===== config.mk =====
export PLATFORM = sky130hd
export DESIGN_NAME = rhd_spi_master
export DESIGN_NICKNAME = d
export VERILOG_FILES = /design/src/rtl/rhd_pkg.sv /design/src/rtl/rhd_miso_capture.sv /design/src/rtl/rhd_spi_master.sv
export SDC_FILE = /design/constraint.sdc
export NUM_CORES = 1
export LEC_CHECK = 0
export ABC_AREA = 1
export CORE_ASPECT_RATIO = 0.9
export CORE_UTILIZATION = 25
export DETAILED_ROUTE_END_ITERATION = 12
export GPL_TIMING_DRIVEN = 1
export PLACE_DENSITY_LB_ADDON = 0.1
export REMOVE_ABC_BUFFERS = 1
export SYNTH_ARGS = -nofsm -noshare
export SYNTH_HDL_FRONTEND = slang
export SYNTH_SLANG_ARGS = --single-unit

===== constraint.sdc =====
create_clock -name clk -period 9.23 [get_ports clk]
set_input_delay 2.769 -clock clk [delete_from_list [all_inputs] [get_ports clk]]
set_output_delay 2.769 -clock clk [all_outputs]
set_load 0.01 [all_outputs]

===== src/rtl/rhd_pkg.sv =====
// Shared types and constants for the RHD2000 SPI master and its MISO capture.
package rhd_pkg;

    localparam int RHD_NUM_MISO = 16;
    localparam int RHD_WORD_W   = 16;

    // Master FSM states, visited in this order for every transaction.
    typedef enum logic [1:0] {
        ST_IDLE    = 2'b00,
        ST_SHIFT   = 2'b01,
        ST_CS_HOLD = 2'b10,
        ST_CS_HIGH = 2'b11
    } rhd_state_e;

    // RHD command encodings for benches and host logic.
    localparam logic [1:0]  RHD_CMD_CONVERT   = 2'b00;
    localparam logic [1:0]  RHD_CMD_WRITE     = 2'b10;
    localparam logic [1:0]  RHD_CMD_READ      = 2'b11;
    localparam logic [15:0] RHD_CMD_CALIBRATE = 16'h5500;
    localparam logic [15:0] RHD_CMD_CLEAR     = 16'h6A00;

endpackage


===== src/rtl/rhd_miso_capture.sv =====
// Cable-delay compensated capture of all 16 MISO lines into per-line shift
// registers, with a parallel response register loaded at end of transaction.
module rhd_miso_capture
    import rhd_pkg::*;
#(
    parameter int MISO_DELAY = 0
) (
    input  logic                                 clk_i,
    input  logic                                 rst_i,
    input  logic                                 launch_i,
    input  logic                                 load_i,
    input  logic [RHD_NUM_MISO-1:0]              miso_i,
    output logic [RHD_NUM_MISO*RHD_WORD_W-1:0]   rsp_data_o,
    output logic                                 rsp_valid_o
);

    logic                                  strobe_s;
    logic [4:0]                            scnt_q;
    logic [RHD_WORD_W-1:0]                 sh_q [RHD_NUM_MISO];
    logic [RHD_NUM_MISO*RHD_WORD_W-1:0]    rsp_data_q;
    logic                                  rsp_valid_q;

    generate
        if (MISO_DELAY == 0) begin : g_no_delay
            assign strobe_s = launch_i;
        end else begin : g_delay
            logic [MISO_DELAY-1:0] dly_q;
            // Strobe delay line: each SCLK rise walks MISO_DELAY clocks before sampling.
            always_ff @(posedge clk_i) begin
                if (rst_i) begin
                    dly_q <= '0;
                end else begin
                    dly_q <= (dly_q << 1) | MISO_DELAY'(launch_i);
                end
            end
            assign strobe_s = dly_q[MISO_DELAY-1];
        end
    endgenerate

    // Per-line shift registers and strobe counter; counter restarts at each load.
    always_ff @(posedge clk_i) begin
        if (rst_i) begin
            for (int j = 0; j < RHD_NUM_MISO; j++) begin
                sh_q[j] <= '0;
            end
            scnt_q <= 5'd0;
        end else if (load_i) begin
            scnt_q <= 5'd0;
        end else if (strobe_s) begin
            for (int j = 0; j < RHD_NUM_MISO; j++) begin
                sh_q[j] <= {sh_q[j][RHD_WORD_W-2:0], miso_i[j]};
            end
            scnt_q <= scnt_q + 5'd1;
        end
    end

    // Parallel response register; only a complete 16-strobe capture is delivered.
    always_ff @(posedge clk_i) begin
        if (rst_i) begin
            rsp_data_q  <= '0;
            rsp_valid_q <= 1'b0;
        end else begin
            rsp_valid_q <= 1'b0;
            if (load_i && (scnt_q == 5'd16)) begin
                for (int j = 0; j < RHD_NUM_MISO; j++) begin
                    rsp_data_q[j*RHD_WORD_W +: RHD_WORD_W] <= sh_q[j];
                end
                rsp_valid_q <= 1'b1;
            end
        end
    end

    assign rsp_data_o  = rsp_data_q;
    assign rsp_valid_o = rsp_valid_q;

endmodule


===== src/rtl/rhd_spi_master.sv =====
// RHD2000 host-side SPI master (mode 0): one 16-bit command per transaction,
// MSB first, with 16 MISO words returned in parallel after CS_n deasserts.
module rhd_spi_master
    import rhd_pkg::*;
#(
    parameter int CLK_DIV        = 4,
    parameter int CS_HIGH_CYCLES = 8,
    parameter int MISO_DELAY     = 0
) (
    input  logic                               clk,
    input  logic                               rst,
    input  logic [RHD_WORD_W-1:0]              cmd_data,
    input  logic                               cmd_valid,
    output logic                               cmd_ready,
    input  logic [RHD_NUM_MISO-1:0]            miso,
    output logic [RHD_NUM_MISO*RHD_WORD_W-1:0] rsp_data,
    output logic                               rsp_valid,
    output logic                               busy,
    output logic                               CS_n,
    output logic                               SCLK,
    output logic                               MOSI
);

    localparam int CNT_MAX = (CLK_DIV > CS_HIGH_CYCLES) ? CLK_DIV : CS_HIGH_CYCLES;
    localparam int CNT_W   = $clog2(CNT_MAX + 1);
    localparam logic [CNT_W-1:0] DIV_LAST = CNT_W'(CLK_DIV - 1);
    localparam logic [CNT_W-1:0] CSH_LAST = CNT_W'(CS_HIGH_CYCLES - 1);
    localparam logic [CNT_W-1:0] CNT_ONE  = CNT_W'(1);

    rhd_state_e              state_q;
    logic [CNT_W-1:0]        cnt_q;
    logic [3:0]              bit_q;
    logic [RHD_WORD_W-2:0]   sh_q;      // remaining bits after the one on MOSI
    logic                    cs_n_q;
    logic                    sclk_q;
    logic                    mosi_q;
    logic                    ready_q;
    logic                    busy_q;
    logic                    launch_q;  // high in the first cycle SCLK is high
    logic                    load_s;

    // Transaction FSM, SCLK divider and MOSI shifter with registered SPI outputs.
    always_ff @(posedge clk) begin
        if (rst) begin
            state_q  <= ST_IDLE;
            cnt_q    <= '0;
            bit_q    <= 4'd0;
            sh_q     <= '0;
            cs_n_q   <= 1'b1;
            sclk_q   <= 1'b0;
            mosi_q   <= 1'b0;
            ready_q  <= 1'b0;
            busy_q   <= 1'b0;
            launch_q <= 1'b0;
        end else begin
            launch_q <= 1'b0;
            case (state_q)
                ST_IDLE: begin
                    cs_n_q  <= 1'b1;
                    sclk_q  <= 1'b0;
                    busy_q  <= 1'b0;
                    ready_q <= 1'b1;
                    if (cmd_valid && ready_q) begin
                        sh_q    <= cmd_data[RHD_WORD_W-2:0];
                        mosi_q  <= cmd_data[RHD_WORD_W-1];
                        cs_n_q  <= 1'b0;
                        busy_q  <= 1'b1;
                        ready_q <= 1'b0;
                        cnt_q   <= '0;
                        bit_q   <= 4'd0;
                        state_q <= ST_SHIFT;
                    end
                end
                ST_SHIFT: begin
                    if (cnt_q == DIV_LAST) begin
                        cnt_q <= '0;
                        if (!sclk_q) begin
                            sclk_q   <= 1'b1;
                            launch_q <= 1'b1;
                        end else if (bit_q == 4'd15) begin
                            sclk_q  <= 1'b0;
                            mosi_q  <= 1'b0;
                            state_q <= ST_CS_HOLD;
                        end else begin
                            sclk_q <= 1'b0;
                            bit_q  <= bit_q + 4'd1;
                            mosi_q <= sh_q[RHD_WORD_W-2];
                            sh_q   <= {sh_q[RHD_WORD_W-3:0], 1'b0};
                        end
                    end else begin
                        cnt_q <= cnt_q + CNT_ONE;
                    end
                end
                ST_CS_HOLD: begin
                    if (cnt_q == DIV_LAST) begin
                        cnt_q   <= '0;
                        cs_n_q  <= 1'b1;
                        state_q <= ST_CS_HIGH;
                    end else begin
                        cnt_q <= cnt_q + CNT_ONE;
                    end
                end
                ST_CS_HIGH: begin
                    if (cnt_q == CSH_LAST) begin
                        cnt_q   <= '0;
                        ready_q <= 1'b1;
                        busy_q  <= 1'b0;
                        state_q <= ST_IDLE;
                    end else begin
                        cnt_q <= cnt_q + CNT_ONE;
                    end
                end
                default: begin
                    state_q <= ST_IDLE;
                end
            endcase
        end
    end

    // Response is loaded on the edge that returns the FSM to IDLE.
    assign load_s = (state_q == ST_CS_HIGH) && (cnt_q == CSH_LAST);

    rhd_miso_capture #(
        .MISO_DELAY (MISO_DELAY)
    ) u_capture (
        .clk_i       (clk),
        .rst_i       (rst),
        .launch_i    (launch_q),
        .load_i      (load_s),
        .miso_i      (miso),
        .rsp_data_o  (rsp_data),
        .rsp_valid_o (rsp_valid)
    );

    assign cmd_ready = ready_q;
    assign busy      = busy_q;
    assign CS_n      = cs_n_q;
    assign SCLK      = sclk_q;
    assign MOSI      = mosi_q;

endmodule

==> flow_summary_export.csv, run 1 <==
group,metric,value,unit
run_status,status,"finished, final reports clean",
power_and_ir_drop,swShare,23.5,%
worst_setup_path,worstPathArrival,5240,ps
clock_tree,postCtsSetupBuffers,0,
power_and_ir_drop,p_total,5620,uW
global_routing,grt_pass1_wl,79300,um
floorplan,core-area,0.0813,sq mm
route,vias,14300,
global_routing,overflow,0,
route,vias_per_cell,4.03,
cells_and_area,final_cell_mix,"nor2_1 (789), clkdlybuf4s50_1 (295), dfxtp_1 (293)",
timing,fin_skew,30.5,ps
power_and_ir_drop,intPower,4290,uW
route,dr.pass1.iters,6,
timing,hold_viol,0,
worst_setup_path,reg2regPathDepth,8,
route,drt_iter0_drc,667,
cells_and_area,antenna_cells,0,
clock_tree,numCtsBuffers,66,
synthesis,ys_ff_latch,549,
clock_tree,htreeDepth,3,
power_and_ir_drop,p_per_area,213,mW/mm^2
clock_tree,clk_pin_slew_worst_paths,50,ps
synthesis,yosysSeqAreaShare,66.0,%
floorplan,row_count,99,
clock_tree,cts_resized,0,
synthesis,postSynthAreaPerCell,9.36,sq um
timing,tns,0,ps
worst_setup_path,regToRegSetupSlack,5820,ps
clock_tree,cts.sinks,549,
power_and_ir_drop,pwr-share-comb,7.0,%
floorplan,die_y,274,um
cells_and_area,instances_no_fill,3557,
power_and_ir_drop,seq_power_share,47.7,%
placement,io_buffers,296,
worst_setup_path,worstSetupStartpoint,"rst",
floorplan,ios,297,
timing,post-route-period-util,54.7,%
worst_setup_path,r2r-end,"u_capture.rsp_data_o[13]$_SDFFE_PP0P_",
timing,period_needed,5050,ps
synthesis,netlist_instances,2194,
worst_setup_path,endpoint,"u_capture.sh_q[0][108]$_SDFFCE_PN0P_",
timing,slew_headroom,30.6,%
placement,place_inst,3437,
power_and_ir_drop,p_clk_share,45.3,%
clock_tree,clockBufferDepth,3,
synthesis,synth.distinct_cells,34,
cells_and_area,nFillCells,8463,
global_routing,grt_pass1_vias,14000,
route,wl,50400,um
cells_and_area,drive_gt1_share,4.97,%
clock_tree,clk_latency,590,ps
worst_setup_path,end_kind,"flop",
floorplan,start_util,25.3,%
synthesis,yosys_warnings,0,
power_and_ir_drop,power_leakage,0.00998,uW
hold_path,hp-class,"reg2reg",
cells_and_area,fin_util,32.5,%
power_and_ir_drop,ir_drop,0.111,mV
synthesis,synth_top_cell_by_area,"edfxtp_1",
route,wl_per_cell,14.2,um
timing,rsz0062_at_grt,"false",
synthesis,synth.top_cell.area_share,37.4,%
placement,gp_congestion,0.704,
worst_setup_path,worstPathMaxFanout,140,
worst_setup_path,start_kind,"input pin",
timing,fmax,0.198,GHz
placement,hpwl,29100,um
cells_and_area,final_common_cell,"nor2_1",
worst_setup_path,reg2reg_from,"cnt_q[1]$_SDFFE_PP0N_",
global_routing,grt_max_degree,141,
worst_setup_path,required,9420,ps
cells_and_area,area_delta_synth_final,28.4,%
synthesis,synth.area.top_cells,"edfxtp_1 (37%), dfxtp_1 (29%), nor2_1 (14%)",
synthesis,synth_area,0.0205,sq mm
timing,hold_ws,466,ps
cells_and_area,nets,2488,
worst_setup_path,criticalPathCategory,"in2reg",
global_routing,antenna_found_initial,0,
global_routing,track_usage,12.0,%
clock_tree,cts_root_buf,"clkbuf_16",
timing,finalSetupViolCount,0,
timing,worst_pin_slew,1040,ps
route,drc,0,
clock_tree,cts_tree,"yes",
clock_tree,ctsHoldBuffers,0,
power_and_ir_drop,power.switching,1320,uW
timing,maxSlewViolCount,0,
floorplan,dieArea,0.0833,sq mm
route,ant_nets,0,
flow_run,maxCapViolCount,0,
floorplan,die_w,304,um
flip-flops by register name, summed over array words and instances (netlist names):
signal,count
MOSI,1
state_q,2
sh_q,15
u_capture.rsp_valid_o,1
cnt_q,4
launch_q,1
cmd_ready,1
busy,1
u_capture.rsp_data_o,256
u_capture.scnt_q,5
CS_n,1
u_capture.sh_q,256
SCLK,1
bit_q,4
worst min path at each step:
stage / cells after the start / start / slack (ps) / end
final: 2 / sh_q[14]$_SDFFE_PP0P_ / 470 / sh_q[14]$_SDFFE_PP0P_
after global placement: 2 / MOSI$_SDFFE_PP0P_ / 450 / MOSI$_SDFFE_PP0P_
after floorplan: 2 / sh_q[0]$_SDFFE_PP0P_ / 440 / sh_q[0]$_SDFFE_PP0P_
after CTS: 2 / sh_q[12]$_SDFFE_PP0P_ / 470 / sh_q[12]$_SDFFE_PP0P_
after global routing: 2 / MOSI$_SDFFE_PP0P_ / 480 / MOSI$_SDFFE_PP0P_
after detailed placement: 2 / sh_q[1]$_SDFFE_PP0P_ / 460 / sh_q[1]$_SDFFE_PP0P_
layout make-up:
type	count	area (sq um)	share of cell area, %
clock inverters	22	169	0.641
inverters	280	1070	4.04
clock buffers	98	1980	7.50
repair buffers	307	3060	11.6
well taps	1060	1330	5.03
multi-input cells	1241	5220	19.8
flip-flops and latches	549	13600	51.4
metal layers:
| metal | wire length, um | global-route usage (%) | vias to the layer above |
|---|---|---|---|
| met5 | 0 | 0 | - |
| met3 | 2230 | 2.97 | 83 |
| met1 | 23000 | 15.1 | 6628 |
| li1 | - | - | 7382 |
| met2 | 23900 | 19.8 | 225 |
| met4 | 1310 | 4.29 | 0 |
Yosys cell counts:
library cell,count
a21boi_0,1
a21oi_1,28
buf_1,1
buf_2,23
buf_4,1
buf_6,29
buf_8,2
clkbuf_1,67
clkbuf_2,1
clkinv_1,1
clkinv_2,1
dfxtp_1,293
edfxtp_1,256
ha_1,8
inv_1,275
inv_2,3
nand2_1,115
nand2_2,2
nand2_4,1
nand3_1,13
nand3_2,1
nand4_1,5
nand4_2,1
nor2_1,789
nor2_2,1
nor2_4,1
nor3_1,4
nor3b_1,1
o211ai_1,1
o21ai_0,191
o21ai_1,74
o21bai_1,2
xnor2_1,1
xor2_1,1
metrics by stage:
step           instance area, sq um  worst slack [ps]
5_1_grt                       26400              3850
6_report                      26400              4180
2_1_floorplan                 19800             -3990
3_5_place_dp                  24200              3510
3_3_place_gp                  24200              3580
4_1_cts                       26400              4140
power by group through the flow:
stage,combinational (uW),clock (uW),sequential [uW]
finish,393,2550,2680
floorplan,277,0,2730
detailed placement,404,0,2730
global route,459,2740,2690
CTS,406,2660,2680
global placement,395,0,2720
worst max-delay path, stage by stage:
cell     delay (ps)
buf_4           390
inv_8           280
nand2_4         820
buf_12          510
cells by family after synthesis:
family / after synthesis / share of synthesized area, %
xor+xnor: 2 / 0.0853
buf+inv: 404 / 8.72
fa+ha+maj: 8 / 0.487
simple gates: 934 / 17.4
flops: 549 / 66.0
compound gates: 297 / 7.29
No activity file was read; power rests on OpenSTA's default activity.
==> inputs of run 2 (changes only) <==
==> constraint.sdc (replaced) <==
create_clock -name clk -period 4.1 [get_ports clk]
set_input_delay 1.23 -clock clk [delete_from_list [all_inputs] [get_ports clk]]
set_output_delay 1.23 -clock clk [all_outputs]
set_load 0.01 [all_outputs]
==> run 2 against run 1 <==
Critical endpoint is now rsp_data[150]. Utilization up 0.15 points. Cell count up 0.25%. Critical path type is now reg2out. Critical path depth down 3. Sequential power up 120%. Sequential share of layout area down 0.24 points. Clock skew down 7.7 ps. Largest power group unchanged. Register-to-register slack worse by 4500 ps. Non-clock buffer count up 10. Flip-flop and latch count unchanged. Combinational power up 130%. First-iteration DRC count up 2.7%.
==> flow_summary_export.csv, run 2 (synthesis gave the netlist of run 1 again) <==
group,metric,value,unit
global_routing,grt_pass1_vias,14300,
global_routing,antenna_found_initial,0,
clock_tree,clockBufferDepth,3,
worst_setup_path,end_kind,"output pin",
worst_setup_path,cp_cell_sequence,"clkdlybuf4s50_1",
cells_and_area,final_cell_mix,"nor2_1 (789), clkdlybuf4s50_1 (295), dfxtp_1 (293)",
route,drc,0,
floorplan,ios,297,
timing,rsz0062_at_grt,"false",
global_routing,grt_pass1_wl,79700,um
worst_setup_path,critPathBufInv,1,
clock_tree,htreeDepth,3,
power_and_ir_drop,intPower,9590,uW
clock_tree,cts.sinks,549,
clock_tree,ctsHoldBuffers,0,
power_and_ir_drop,ir_drop,0.237,mV
power_and_ir_drop,p_clk_share,45.2,%
placement,io_buffers,296,
route,ant_nets,0,
route,vias_per_cell,4.05,
global_routing,grt_max_degree,161,
power_and_ir_drop,seq_power_share,47.6,%
worst_setup_path,criticalPathCategory,"reg2out",
timing,post-route-period-util,68.1,%
worst_setup_path,slowest_stage,"clkdlybuf4s50_1",
route,vias,14400,
timing,fin_ws,1310,ps
hold_path,hp-class,"reg2reg",
placement,gp_congestion,0.706,
route,dr.pass1.iters,4,
power_and_ir_drop,swShare,24.2,%
flow_run,maxCapViolCount,0,
worst_setup_path,worstPathMaxFanout,2,
cells_and_area,antenna_cells,0,
worst_setup_path,worstPathArrival,1560,ps
floorplan,die_w,304,um
route,wl_per_cell,14.4,um
timing,worst_pin_slew,842,ps
clock_tree,cts_resized,0,
clock_tree,clk_latency,590,ps
clock_tree,cts_root_buf,"clkbuf_16",
floorplan,core-area,0.0813,sq mm
global_routing,overflow,0,
power_and_ir_drop,p_per_area,477,mW/mm^2
timing,fin_skew,22.8,ps
cells_and_area,nets,2498,
floorplan,die_y,274,um
cells_and_area,final_common_cell,"nor2_1",
run_status,status,"finished, final reports clean",
worst_setup_path,critPathMaxStageDelay,650,ps
route,drt_iter0_drc,685,
floorplan,row_count,99,
cells_and_area,area_delta_synth_final,29.0,%
timing,fmax,0.358,GHz
cells_and_area,drive_gt1_share,5.03,%
timing,maxSlewViolCount,0,
timing,finalSetupViolCount,0,
placement,pre_cts_ws,1000,ps
clock_tree,postCtsSetupBuffers,0,
clock_tree,clk_pin_slew_worst_paths,60,ps
cells_and_area,fin_util,32.6,%
worst_setup_path,start_kind,"flop",
timing,hold_viol,0,
worst_setup_path,required,2870,ps
floorplan,dieArea,0.0833,sq mm
timing,period_needed,2790,ps
clock_tree,numCtsBuffers,66,
power_and_ir_drop,pwr-share-comb,7.1,%
power_and_ir_drop,p_total,12600,uW
clock_tree,cts_tree,"yes",
placement,hpwl,29900,um
power_and_ir_drop,power.switching,3060,uW
worst_setup_path,critical_path.top_delay_family,"buffers and inverters",
global_routing,track_usage,12.1,%
route,wl,51300,um
timing,slew_headroom,43.9,%
power_and_ir_drop,power_leakage,0.0100,uW
floorplan,start_util,25.3,%
## run 2: cell type report
type	instances	area, sq um
Clock buffer	104	1930
Sequential cell	549	13600
Clock inverter	15	180
Multi-Input combinational cell	1241	5220
Tap cell	1060	1330
Timing Repair Buffer	317	3220
Fill cell	8367	54800
Inverter	280	1070
## run 2: power by group through the flow
stage	registers [uW]	logic, uW	clock network (uW)
5_1_grt	6050	1040	6170
3_5_place_dp	6140	923	0
2_1_floorplan	6150	624	0
4_1_cts	6020	927	5960
6_report	6020	902	5720
3_3_place_gp	6140	906	0
## run 2: worst paths after layout
| path | from | endpoint | slack (ps) | cells past startpoint |
|---|---|---|---|---|
| hold / removal | sh_q[13]$_SDFFE_PP0P_ | sh_q[13]$_SDFFE_PP0P_ | 460 | 2 |
| setup reg to reg | cnt_q[1]$_SDFFE_PP0N_ | u_capture.rsp_data_o[39]$_SDFFE_PP0P_ | 1340 | 8 |
| hold reg to reg | sh_q[13]$_SDFFE_PP0P_ | sh_q[13]$_SDFFE_PP0P_ | 460 | 2 |
| setup / recovery | u_capture.rsp_data_o[150]$_SDFFE_PP0P_ | rsp_data[150] | 1310 | 1 |
## run 2: routing by layer
layer | routed length, um | vias to the layer above | share of wire (%) | track usage, %
met4 | 1080 | 0 | 2.1 | 3.94
met1 | 23500 | 6748 | 46 | 15.2
li1 | - | 7399 | - | -
met2 | 24600 | 225 | 48 | 20.4
met5 | 0 | - | 0 | 0
met3 | 2120 | 73 | 4.1 | 2.69
## run 2: stage by stage
step	std cells	instance area (sq um)	hold WS, ps	setup TNS [ps]
4_1_cts	3566	26500	465	0
5_1_grt	3566	26500	484	0
6_report	3566	26500	465	0
3_5_place_dp	3447	24400	456	0
2_1_floorplan	2070	19800	435	-2853220
3_3_place_gp	3447	24400	453	0
